### src/rtl/coffee_pkg.sv
// coffee_pkg
//   Shared definitions for the coffee machine: drink and ingredient codes,
//   the dispense-timer state encoding and the recipe duration table.
//   Used by the brew sequencer, the billing block and dispense_timer.
//   recipe_secs(drink, ing) returns the dispense time in seconds, or 0 for
//   any code outside the table.
package coffee_pkg;

  typedef enum logic [2:0] {
    DRINK_NONE = 3'd0,
    DRINK_C1   = 3'd1,
    DRINK_C2   = 3'd2,
    DRINK_C3   = 3'd3,
    DRINK_C4   = 3'd4,
    DRINK_C5   = 3'd5
  } drink_t;

  typedef enum logic [2:0] {
    ING_NONE   = 3'd0,
    ING_WATER  = 3'd1,
    ING_COFFEE = 3'd2,
    ING_MILK   = 3'd3,
    ING_CHOC   = 3'd4,
    ING_SUGAR  = 3'd5
  } ingredient_t;

  typedef enum logic [1:0] {
    IDLE  = 2'd0,
    COUNT = 2'd1,
    DONE  = 2'd2,
    HOLD  = 2'd3
  } timer_state_t;

  localparam int N_CODES = 5;

  // Row = drink c1..c5, column = water, coffee, milk, chocolate, sugar.
  localparam logic [3:0] RECIPE_SECS [N_CODES][N_CODES] = '{
    '{4'd3, 4'd2, 4'd0, 4'd0, 4'd1},
    '{4'd5, 4'd2, 4'd0, 4'd0, 4'd1},
    '{4'd2, 4'd2, 4'd4, 4'd0, 4'd1},
    '{4'd2, 4'd2, 4'd3, 4'd2, 4'd2},
    '{4'd2, 4'd1, 4'd2, 4'd0, 4'd0}
  };

  function automatic logic [7:0] recipe_secs(input logic [2:0] drink,
                                             input logic [2:0] ing);
    logic [7:0] secs;
    secs = '0;
    if (drink >= 3'd1 && drink <= 3'd5 && ing >= 3'd1 && ing <= 3'd5) begin
      secs = {4'b0000, RECIPE_SECS[drink - 3'd1][ing - 3'd1]};
    end
    return secs;
  endfunction

endpackage

### src/rtl/tick_gen.sv
// tick_gen
//   One-second prescaler. Counts 0..TICK_DIV-1 while enable is high and
//   raises tick for the cycle in which the count wraps.
//   clk    : clock, rising edge
//   reset  : asynchronous active-high reset, clears the count
//   clear  : synchronous restart of the count from 0
//   enable : count advances only while high
//   tick   : one-cycle pulse at wrap
module tick_gen #(
  parameter int TICK_DIV = 50_000_000
) (
  input  logic clk,
  input  logic reset,
  input  logic clear,
  input  logic enable,
  output logic tick
);

  generate
    if (TICK_DIV <= 1) begin : g_every_cycle
      // A divide-by-one prescaler has no state: every enabled cycle ticks.
      assign tick = enable & ~clear;
    end else begin : g_counter
      localparam int CW = $clog2(TICK_DIV);
      localparam logic [CW-1:0] LAST = CW'(TICK_DIV - 1);

      logic [CW-1:0] cnt_q, cnt_d;
      logic          wrap;

      assign wrap = (cnt_q == LAST);
      assign tick = enable & ~clear & wrap;

      always_comb begin
        cnt_d = cnt_q;
        if (clear) begin
          cnt_d = '0;
        end else if (enable) begin
          cnt_d = wrap ? '0 : cnt_q + CW'(1);
        end
      end

      always_ff @(posedge clk or posedge reset) begin
        if (reset) begin
          cnt_q <= '0;
        end else begin
          cnt_q <= cnt_d;
        end
      end
    end
  endgenerate

endmodule

### src/rtl/dispense_timer.sv
// dispense_timer
//   Times one ingredient dispense. A rising edge of start_timer in IDLE
//   latches the recipe duration for (c_type, ing_type) and counts it down
//   in seconds; at the end t_expired pulses once. The block then waits for
//   start_timer to drop before it can be started again. Dropping
//   start_timer while counting aborts the run silently.
//   clk         : clock, rising edge
//   reset       : asynchronous active-high reset
//   start_timer : level, high while the sequencer is in a dispense state
//   ing_type    : ingredient code 1..5
//   c_type      : drink code 1..5
//   t_expired   : registered one-cycle end-of-dispense pulse
//   busy        : high while counting
//   remaining   : seconds left, for the display
module dispense_timer
  import coffee_pkg::*;
#(
  parameter int TICK_DIV = 50_000_000,
  parameter int DUR_W    = 8
) (
  input  logic             clk,
  input  logic             reset,
  input  logic             start_timer,
  input  logic [2:0]       ing_type,
  input  logic [2:0]       c_type,
  output logic             t_expired,
  output logic             busy,
  output logic [DUR_W-1:0] remaining
);

  timer_state_t     state_q, state_d;
  logic             start_prev_q, start_prev_d;
  logic [DUR_W-1:0] remaining_q, remaining_d;
  logic             t_expired_q, t_expired_d;

  logic             start_rise;
  logic             presc_clear;
  logic             presc_en;
  logic             tick;
  logic [DUR_W-1:0] duration;

  assign duration   = DUR_W'(recipe_secs(c_type, ing_type));
  assign start_rise = start_timer & ~start_prev_q;
  assign presc_en   = (state_q == COUNT);

  tick_gen #(
    .TICK_DIV(TICK_DIV)
  ) u_tick_gen (
    .clk   (clk),
    .reset (reset),
    .clear (presc_clear),
    .enable(presc_en),
    .tick  (tick)
  );

  always_comb begin
    state_d      = state_q;
    remaining_d  = remaining_q;
    start_prev_d = start_timer;
    // The pulse is registered from DONE, so it lands one cycle after the
    // final tick (D*TICK_DIV+1 cycles after the start edge).
    t_expired_d  = (state_q == DONE);
    presc_clear  = 1'b0;

    unique case (state_q)
      IDLE: begin
        remaining_d = '0;
        if (start_rise) begin
          presc_clear = 1'b1;
          remaining_d = duration;
          state_d     = (duration == '0) ? DONE : COUNT;
        end
      end
      COUNT: begin
        // Abort wins over a coincident tick: no pulse once start drops.
        if (!start_timer) begin
          remaining_d = '0;
          state_d     = IDLE;
        end else if (tick) begin
          if (remaining_q == DUR_W'(1)) begin
            remaining_d = '0;
            state_d     = DONE;
          end else begin
            remaining_d = remaining_q - DUR_W'(1);
          end
        end
      end
      DONE: begin
        remaining_d = '0;
        state_d     = HOLD;
      end
      HOLD: begin
        remaining_d = '0;
        if (!start_timer) begin
          state_d = IDLE;
        end
      end
      default: begin
        remaining_d = '0;
        state_d     = IDLE;
      end
    endcase
  end

  always_ff @(posedge clk or posedge reset) begin
    if (reset) begin
      state_q      <= IDLE;
      start_prev_q <= 1'b0;
      remaining_q  <= '0;
      t_expired_q  <= 1'b0;
    end else begin
      state_q      <= state_d;
      start_prev_q <= start_prev_d;
      remaining_q  <= remaining_d;
      t_expired_q  <= t_expired_d;
    end
  end

  assign t_expired = t_expired_q;
  assign busy      = (state_q == COUNT);
  assign remaining = remaining_q;

endmodule

### config.mk
export PLATFORM = sky130hd
export DESIGN_NAME = dispense_timer
export DESIGN_NICKNAME = d
export VERILOG_FILES = /design/src/rtl/coffee_pkg.sv /design/src/rtl/tick_gen.sv /design/src/rtl/dispense_timer.sv
export SDC_FILE = /design/constraint.sdc
export NUM_CORES = 1
export LEC_CHECK = 0
export ABC_AREA = 0
export ABC_CLOCK_PERIOD_IN_PS = 3300
export BUFFER_PORTS_ARGS = -buffer_cell sky130_fd_sc_hd__buf_2
export CAP_MARGIN = 5
export CORE_MARGIN = 5
export CORE_UTILIZATION = 50
export DETAILED_ROUTE_END_ITERATION = 7
export HOLD_SLACK_MARGIN = 0.05
export PLACE_DENSITY = 0.64
export SYNTH_ARGS = -nofsm -noshare
export SYNTH_HDL_FRONTEND = slang
export SYNTH_SLANG_ARGS = --single-unit
### constraint.sdc
create_clock -name clk -period 3.3 [get_ports clk]
set_input_delay 0.165 -clock clk [delete_from_list [all_inputs] [get_ports clk]]
set_output_delay 0.165 -clock clk [all_outputs]
set_load 0.02 [all_outputs]
### Yosys cells after proc, flatten, opt, wreduce, memory -nomap -nowiden

Memory sizes are Yosys's and may differ from the RTL's.
Index checks and enable logic that the tools add are counted.

* ROM bits: 160
* memories: 1
* word-level logic and storage cells: 63
* bits in registers: 38
* input port bits: 9

* order comparisons: 6
* equality and inequality tests: 9
* reduce and logical (&&, ||, !) cells: 8
* bitwise operators: 7
* mux-type cells: 23
* $add $sub $neg: 4

Memory list
* (name not given): depth 8, bits a word 20, rd ports 1, clocked after Yosys merged registers in 0, wr ports 0, line coffee_pkg.sv:50 `secs = {4'b0000, RECIPE_SECS[drink - 3'd1][ing - 3'd1]};`

Operators by type and width (number)
* 2-to-1 mux 26 bit: 3
* 2-to-1 mux 20 bit: 2
* 2-to-1 mux 8 bit: 4
* adder 26 x 1 -> 26 bit (second input constant): 1
* equality test 26 bit (second input constant): 1
* case mux 8 bit (3 select lines): 1
* binary-select mux 4 bit (select 3 bit): 1
* 2-to-1 mux 2 bit: 6
* 2-to-1 mux 4 bit: 3
* equality test 8 x 1 -> 1 bit (second input constant): 1
* greater-or-equal comparator 4 bit (second input constant): 2
* logical NOT 8 bit: 1
* inverter 3 -> 4 bit: 2
* case mux 2 bit (4 select lines): 1
* subtractor 8 x 1 -> 8 bit (second input constant): 1
* greater-or-equal comparator 3 x 1 -> 1 bit (second input constant): 2
* <= comparator 3 bit (second input constant): 2
* inequality test 3 bit (second input constant): 2
* subtractor 3 x 1 -> 3 bit (second input constant): 2
* equality test 2 bit (second input constant): 2
* inequality test 2 bit (second input constant): 2
* AND reduction 4 bit: 1
* AND 1 bit: 3
* logical AND 1 bit: 3
* 6 further kinds: 8

### Longest topological paths before layout

Gate-level depths: netlist (run 1).

* depth after elaboration: 13
* gate-level depth with buffers: 9
* depth with buffers taken out: 9

### Modules after synthesis

Synthesis (run 1) repeated with hierarchy kept, for this count alone.

* cells, all modules: 323
* area, all modules: 2727.6 um^2

Modules (own cells, without submodules)
* tick_gen: sequential area each 650.6 um^2, cells each 211, times used 1, area each 1754.2 um^2
* dispense_timer: sequential area each 300.3 um^2, cells each 112, times used 1, area each 973.4 um^2

### Least setup slack after synthesis (run 1)

Ideal clock, no wire load.

* kind: flip-flop to flip-flop
* from: reg remaining_q[3], in the netlist remaining[3]
* to: reg remaining_q[3], in the netlist remaining[3]
* buffers on the path: 0
* setup slack: 1.046 ns
* setup time: 0.122 ns
* cell stages (with the launch flop): 6
* arrival time: 2.132 ns
* path through: dfrtp_1 or4_4 or4b_4 and2_4 a22o_1 a32o_1

* word-level cells in the longest chain between the ends: 5
* elaborated cells on any way between the ends: 6
* classes of those cells: add/sub (1); eq/ne (1); mux (4)

RTL lines
* start, declared: line dispense_timer.sv:33 `logic [DUR_W-1:0] remaining_q, remaining_d;`
* start signal, assigned: line dispense_timer.sv:114 `remaining_q <= remaining_d;`
* subtractor 8 x 1 -> 8 bit / equality test 8 x 1 -> 1 bit (equally long branches): line dispense_timer.sv:84, dispense_timer.sv:80
* 2-to-1 mux 8 bit (*): line dispense_timer.sv:80 `if (remaining_q == DUR_W'(1)) begin`
* 2-to-1 mux 8 bit (*): line dispense_timer.sv:79 `end else if (tick) begin`
* 2-to-1 mux 8 bit (*): line dispense_timer.sv:76 `if (!start_timer) begin`
* case mux 8 bit (3 select lines) (*): line dispense_timer.sv:65 `unique case (state_q)`

Every way passes the cells marked *; elsewhere a longest branch is shown, timed or not. The select of a mux whose other input is x is not followed.
A chain may end at the register's enable or synchronous reset.

### Worst setup path in the final report (run 1)

* from: reg u_tick_gen.g_counter.cnt_q[0]
* to: reg u_tick_gen.g_counter.cnt_q[17]

* word-level cells in the longest chain between the ends: 4
* elaborated cells on any way between the ends: 5
* classes of those cells: add/sub (1); eq/ne (1); mux (3)

RTL lines
* start, declared: line tick_gen.sv:27 `logic [CW-1:0] cnt_q, cnt_d;`
* start signal, assigned: line tick_gen.sv:46 `cnt_q <= cnt_d;`
* adder 26 x 1 -> 26 bit / equality test 26 bit (equally long branches): line tick_gen.sv:38, tick_gen.sv:30
* 2-to-1 mux 26 bit (*): line tick_gen.sv:38 `cnt_d = wrap ? '0 : cnt_q + CW'(1);`
* 2-to-1 mux 26 bit (*): line tick_gen.sv:37 `end else if (enable) begin`
* 2-to-1 mux 26 bit (*): line tick_gen.sv:35 `if (clear) begin`

Marks and branches as above.

==> metrics.yaml, run 1 <==
io_buffer_count: 18
die_w_um: 81.7
drive_gt1_share_pct: 14.0
fillCellCount: 467
fin_nets: 327
setup_tns_ns: 0
fin_crit_sh_pct: 71.2
io_pins: 19
ys_async_sr_fraction_pct: 100
wl_mm: 5.56
vias: 2210
ant_nets: 0
drv_slew: 0
final_common_cell: "dfrtp_1"
grt_pass1_vias: 2042
rsz0062_at_grt: "false"
drc: 0
leakage_uw: 0.00126
cts_max_path_buffers: 2
path_clk_slew_ns: 0.08
drv_cap: 0
avgSynthCellArea_um2: 8.81
crit_type: "reg2reg"
syn2layout_area_growth_pct: 10.4
avgRoutedWirePerCell_um: 14.7
drtIter0Drc: 171
cts_tree: "done"
grt_first_pass_wirelength_mm: 9.63
final_cells: 378
antenna_found_initial: 0
hpwl_mm: 3.99
synthCells: 292
gp_congestion: 0.826
fin_hold_ws_ns: 0.0580
clock_latency_ns: 0.29
synth_nets: 312
crit_fanout: 8
clock_sinks: 38
synth_cell_types: 57
hold_path.class: "in2async"
grt_overflow: 0
yosysSeqAreaShare_pct: 37.0
status: "finished clean"
die-area_mm2: 0.00668
setup_viol: 0
dp.cells: 370
post_cts_resized: 0
crit_path_end_kind: "register"
totalPowerFinal_uw: 2030
firstDrtPassIters: 4
start_util_pct: 51.0
power.density_mw_per_mm2: 717
root_buffer: "clkbuf_8"
synthesis.area_mm2: 0.00257
dpl_worst_slack_ns: 0.908
cts_hold_buffers: 0
max_freq_ghz: 0.425
synth_edf_count: 0
viasPerCell: 5.85
min_period_ns: 2.35
ir_drop_mv: 0.372
finalWorstSetupSlack_ns: 0.949
grt_max_degree: 30
final_cell_mix: "38 x dfrtp_1, 24 x nor2_1, 21 x inv_1"
antennaDiodeCount: 0
critical_path_required_ns: 3.46
fin_worst_skew_ns: 0.00726
ys_ff_latch: 38
coreArea_mm2: 0.00504
crit_path_start_kind: "register"
synth_top_flop_cell: "dfrtp_1"
slew_headroom_pct: 39.7
die_y_um: 81.7
critPathArrivalTime_ns: 2.51
tightest_slew_ns: 0.904
cts_buffers: 5
hold_violations: 0
yosysWarnings: 0
h-tree-depth: 2
grt_usage_pct: 18.4
placementRows: 26
post_cts_buffers: 0
==> Yosys cell counts, drive strengths merged (4+ instances only) <==
cell / instances / area [um^2]
a31oi: 15 / 93.8
a32o: 4 / 40.0
and2: 4 / 27.5
and3: 6 / 37.5
and4: 5 / 43.8
clkbuf: 13 / 48.8
dfrtp: 38 / 951
ha: 11 / 138
inv: 21 / 78.8
mux2i: 10 / 100
nand2: 19 / 71.3
nand2b: 4 / 25.0
nand3: 13 / 65.1
nand3b: 5 / 37.5
nand4: 10 / 62.6
nor2: 24 / 90.1
nor3: 8 / 40.0
nor4: 8 / 56.3
o21ai: 13 / 65.1
or3: 4 / 26.3
or4: 4 / 33.8
xnor2: 8 / 70.1
==> final timing paths <==
check,startpoint,to,slack (ns),cells after the start
max in group asynchronous,reset,u_tick_gen.g_counter.cnt_q[2]$_DFFE_PP0P_,2.50,3
min reg2reg,u_tick_gen.g_counter.cnt_q[25]$_DFFE_PP0P_,u_tick_gen.g_counter.cnt_q[25]$_DFFE_PP0P_,0.48,1
max,u_tick_gen.g_counter.cnt_q[0]$_DFFE_PP0P_,u_tick_gen.g_counter.cnt_q[17]$_DFFE_PP0P_,0.95,6
min in group clk,start_timer,start_prev_q$_DFF_PP0_,0.06,1
max reg2reg,u_tick_gen.g_counter.cnt_q[0]$_DFFE_PP0P_,u_tick_gen.g_counter.cnt_q[17]$_DFFE_PP0P_,0.95,6
min,reset,u_tick_gen.g_counter.cnt_q[20]$_DFFE_PP0P_,0.06,2
==> sequential cells by signal, indices dropped and copies added (netlist names) <==
name                        flops
start_prev_q                    1
state_q                         2
t_expired                       1
u_tick_gen.g_counter.cnt_q     26
remaining                       8
==> area by class of cell <==
| type | count | area [um^2] | area share, % |
|---|---|---|---|
| well taps | 70 | 87.6 | 3.09 |
| clock inverters | 1 | 30.0 | 1.06 |
| inverters | 21 | 78.8 | 2.78 |
| multi-input cells | 217 | 1480 | 52.1 |
| flip-flops and latches | 38 | 951 | 33.5 |
| clock buffers | 7 | 76.3 | 2.69 |
| repair buffers | 24 | 135 | 4.76 |
==> metrics by stage <==
stage / util [%] / cell area (um^2)
finish: 56.3 / 2840
global placement: 54.2 / 2730
detailed placement: 54.2 / 2730
global route: 56.3 / 2840
floorplan: - / 2570
CTS: 56.3 / 2840
==> critical path, cell delays in order (launching register included) <==
cell and delay, ns:
dfrtp_1 0.40, ha_1 0.22, and4_1 0.28, nand4_1 0.19, or3_1 0.49, a21oi_1 0.52, nor2_1 0.11
==> power breakdown <==
group          switching, uW  total [uW]  internal [uW]  leakage (uW)
clock network            166         392            226     0.0000524
registers                198         817            619      0.000500
logic                    457         825            368      0.000705
==> layer usage <==
layer	vias up	GRT usage [%]	wire length, um	part of all wire, %
met2	41	29.1	2530	46
met4	0	5.48	57	1.0
li1	1103	-	-	-
met1	1062	25.5	2730	49
met3	4	3.73	237	4.3
met5	-	0	0	0
==> cell families (layout without fill, tap and decap cells) <==
logic type	count (synthesis)	after routing	synth area share, %
AND/OR/NAND/NOR	124	124	27.1
AO/OA/AOI/OAI	58	58	16.1
flip-flops	38	38	37.0
buffers and inverters	37	53	5.50
multiplexers	13	13	5.21
adder cells (fa/ha/maj)	11	11	5.35
XOR/XNOR	11	11	3.75
Power figures use the tool's default switching activity.
==> run 2: changes to the inputs <==
Settings changed: ABC_CLOCK_PERIOD_IN_PS 3300 to 2250.
Clock period 3.3 ns to 2.25 ns, I/O delays scaled along.
==> run 2 against run 1 <==
Effect of this change:
- wire length up 2.1%
- maximum frequency is 7.2% higher
- critical endpoint is now state_q[0]$_DFFE_PP0P_
- worst hold slack better by 0.31 ns
- power up 50%
- die area did not move
- highest routed layer unchanged
==> metrics.yaml, run 2 (synthesized netlist as in run 1, its figures left out) <==
crit_fanout: 3
grt_first_pass_wirelength_mm: 10.1
path_cells: "or4_4 > or4b_4 > nor4_2 > a21oi_1 > a211o_1"
cp_slowest_stage_delay_ns: 0.55
reg2reg_depth: 5
regMostFlops: "u_tick_gen.g_counter.cnt_q"
largest_reg_flops: 26
gp_congestion: 0.796
die_w_um: 81.7
cts_tree: "done"
die_y_um: 81.7
rr_startpoint: "remaining[3]$_DFFE_PP0P_"
clock_sinks: 38
cp_num_cells: 5
hold_violations: 0
path_clk_slew_ns: 0.07
io_pins: 19
crit_buf_inv: 0
rsz0062_at_grt: "true"
drive_gt1_share_pct: 19.3
leakage_uw: 0.00135
fin_worst_skew_ns: 0.00672
coreArea_mm2: 0.00504
min_period_ns: 2.19
power.density_mw_per_mm2: 1020
stdcell_area_mm2: 0.00299
hpwl_mm: 4.13
crit_path_start_kind: "register"
worst_r2r_endpoint: "state_q[0]$_DFFE_PP0P_"
worstHoldPathCells: 4
start_util_pct: 51.0
crit_type: "reg2reg"
critical_path_required_ns: 2.42
grt_overflow: 0
io_buffer_count: 18
viasPerCell: 5.66
antennaDiodeCount: 0
post_cts_buffers: 0
cpLargestDelayFamily: "simple AND/OR/NAND/NOR gates"
dpl_worst_slack_ns: 0.0651
ant_nets: 0
regToRegSetupSlack_ns: 0.06
drv_slew: 0
critPathArrivalTime_ns: 2.36
cts_max_path_buffers: 2
crit_path_end_kind: "register"
status: "finished clean"
cts_buffers: 5
h-tree-depth: 2
fin_nets: 345
max_freq_ghz: 0.456
root_buffer: "clkbuf_8"
final_common_cell: "dfrtp_1"
slew_headroom_pct: 52.5
vias: 2242
placementRows: 26
grt_max_degree: 39
setup_viol: 0
hold_path.class: "in2reg"
grt_usage_pct: 19.4
crit_slowest_cell: "or4_4"
syn2layout_area_growth_pct: 16.2
grt_pass1_vias: 2147
dpl_cell_area_mm2: 0.00285
firstDrtPassIters: 4
drv_cap: 0
ir_drop_mv: 0.473
finalWorstSetupSlack_ns: 0.0580
final_cell_mix: "37 x dfrtp_1, 24 x nor2_1, 22 x buf_4"
avgRoutedWirePerCell_um: 14.3
wl_mm: 5.68
die-area_mm2: 0.00668
fin_crit_sh_pct: 97.4
drc: 0
antenna_found_initial: 0
clock_latency_ns: 0.29
hp-start: "ing_type[0]"
tightest_slew_ns: 0.712
drtIter0Drc: 170
holdPathEnd: "remaining[0]$_DFFE_PP0P_"
-- run 2: final cells by class --
cell class,instances,area [um^2]
fillers,475,2050
multi-input cells,217,1480
flip-flops and latches,38,952
repair buffers,42,275
clock buffers,8,110
well taps,70,87.6
inverters,21,78.8
-- run 2: worst max path at each step --
stage | startpoint | endpoint
6_report | remaining[3]$_DFFE_PP0P_ | state_q[0]$_DFFE_PP0P_
5_1_grt | remaining[6]$_DFFE_PP0P_ | state_q[0]$_DFFE_PP0P_
4_1_cts | remaining[3]$_DFFE_PP0P_ | remaining[2]$_DFFE_PP0P_
3_5_place_dp | remaining[3]$_DFFE_PP0P_ | remaining[2]$_DFFE_PP0P_
3_3_place_gp | remaining[3]$_DFFE_PP0P_ | remaining[2]$_DFFE_PP0P_
2_1_floorplan | remaining[3]$_DFFE_PP0P_ | remaining[3]$_DFFE_PP0P_
-- run 2: tightest hold or removal path: stages --
cell,delay [ns]
buf_2,0.14
o21ai_0,0.09
a21boi_0,0.10
o22a_1,0.17
-- run 2: per-stage QoR --
stage | hold WS, ns | std cells | utilization, % | total power, uW | TNS, ns
3_5_place_dp | 0.262 | 386 | 56.6 | 2530 | 0
4_1_cts | 0.352 | 396 | 59.2 | 3090 | 0
3_3_place_gp | 0.261 | 386 | 56.6 | 2520 | 0
5_1_grt | 0.437 | 396 | 59.3 | 3310 | -0.0784
6_report | 0.365 | 396 | 59.3 | 3060 | 0
2_1_floorplan | 0.144 | 292 | - | 2080 | 0
-- run 2: per-layer routing --
layer	part of all wire [%]	wire length, um	track usage (%)
met5	0	0	0
met4	0.97	55	4.65
met3	3.3	187	4.06
met2	46	2610	30.9
met1	50	2830	27.0
-- run 2: report_power, final --
part | switching (uW) | total (uW) | internal [uW]
Combinational | 754 | 1380 | 631
Sequential | 219 | 1130 | 909
Clock | 235 | 545 | 309
Total | 1210 | 3060 | 1850
-- run 2: what timing repair did --
| item | 4_1_cts | 5_1_grt |
|---|---|---|
| resized for setup | 0 | 1 |
| hold buffers | 2 | 0 |
| hold endpoints to repair | 39 | 0 |
| setup endpoints to repair | 0 | 15 |
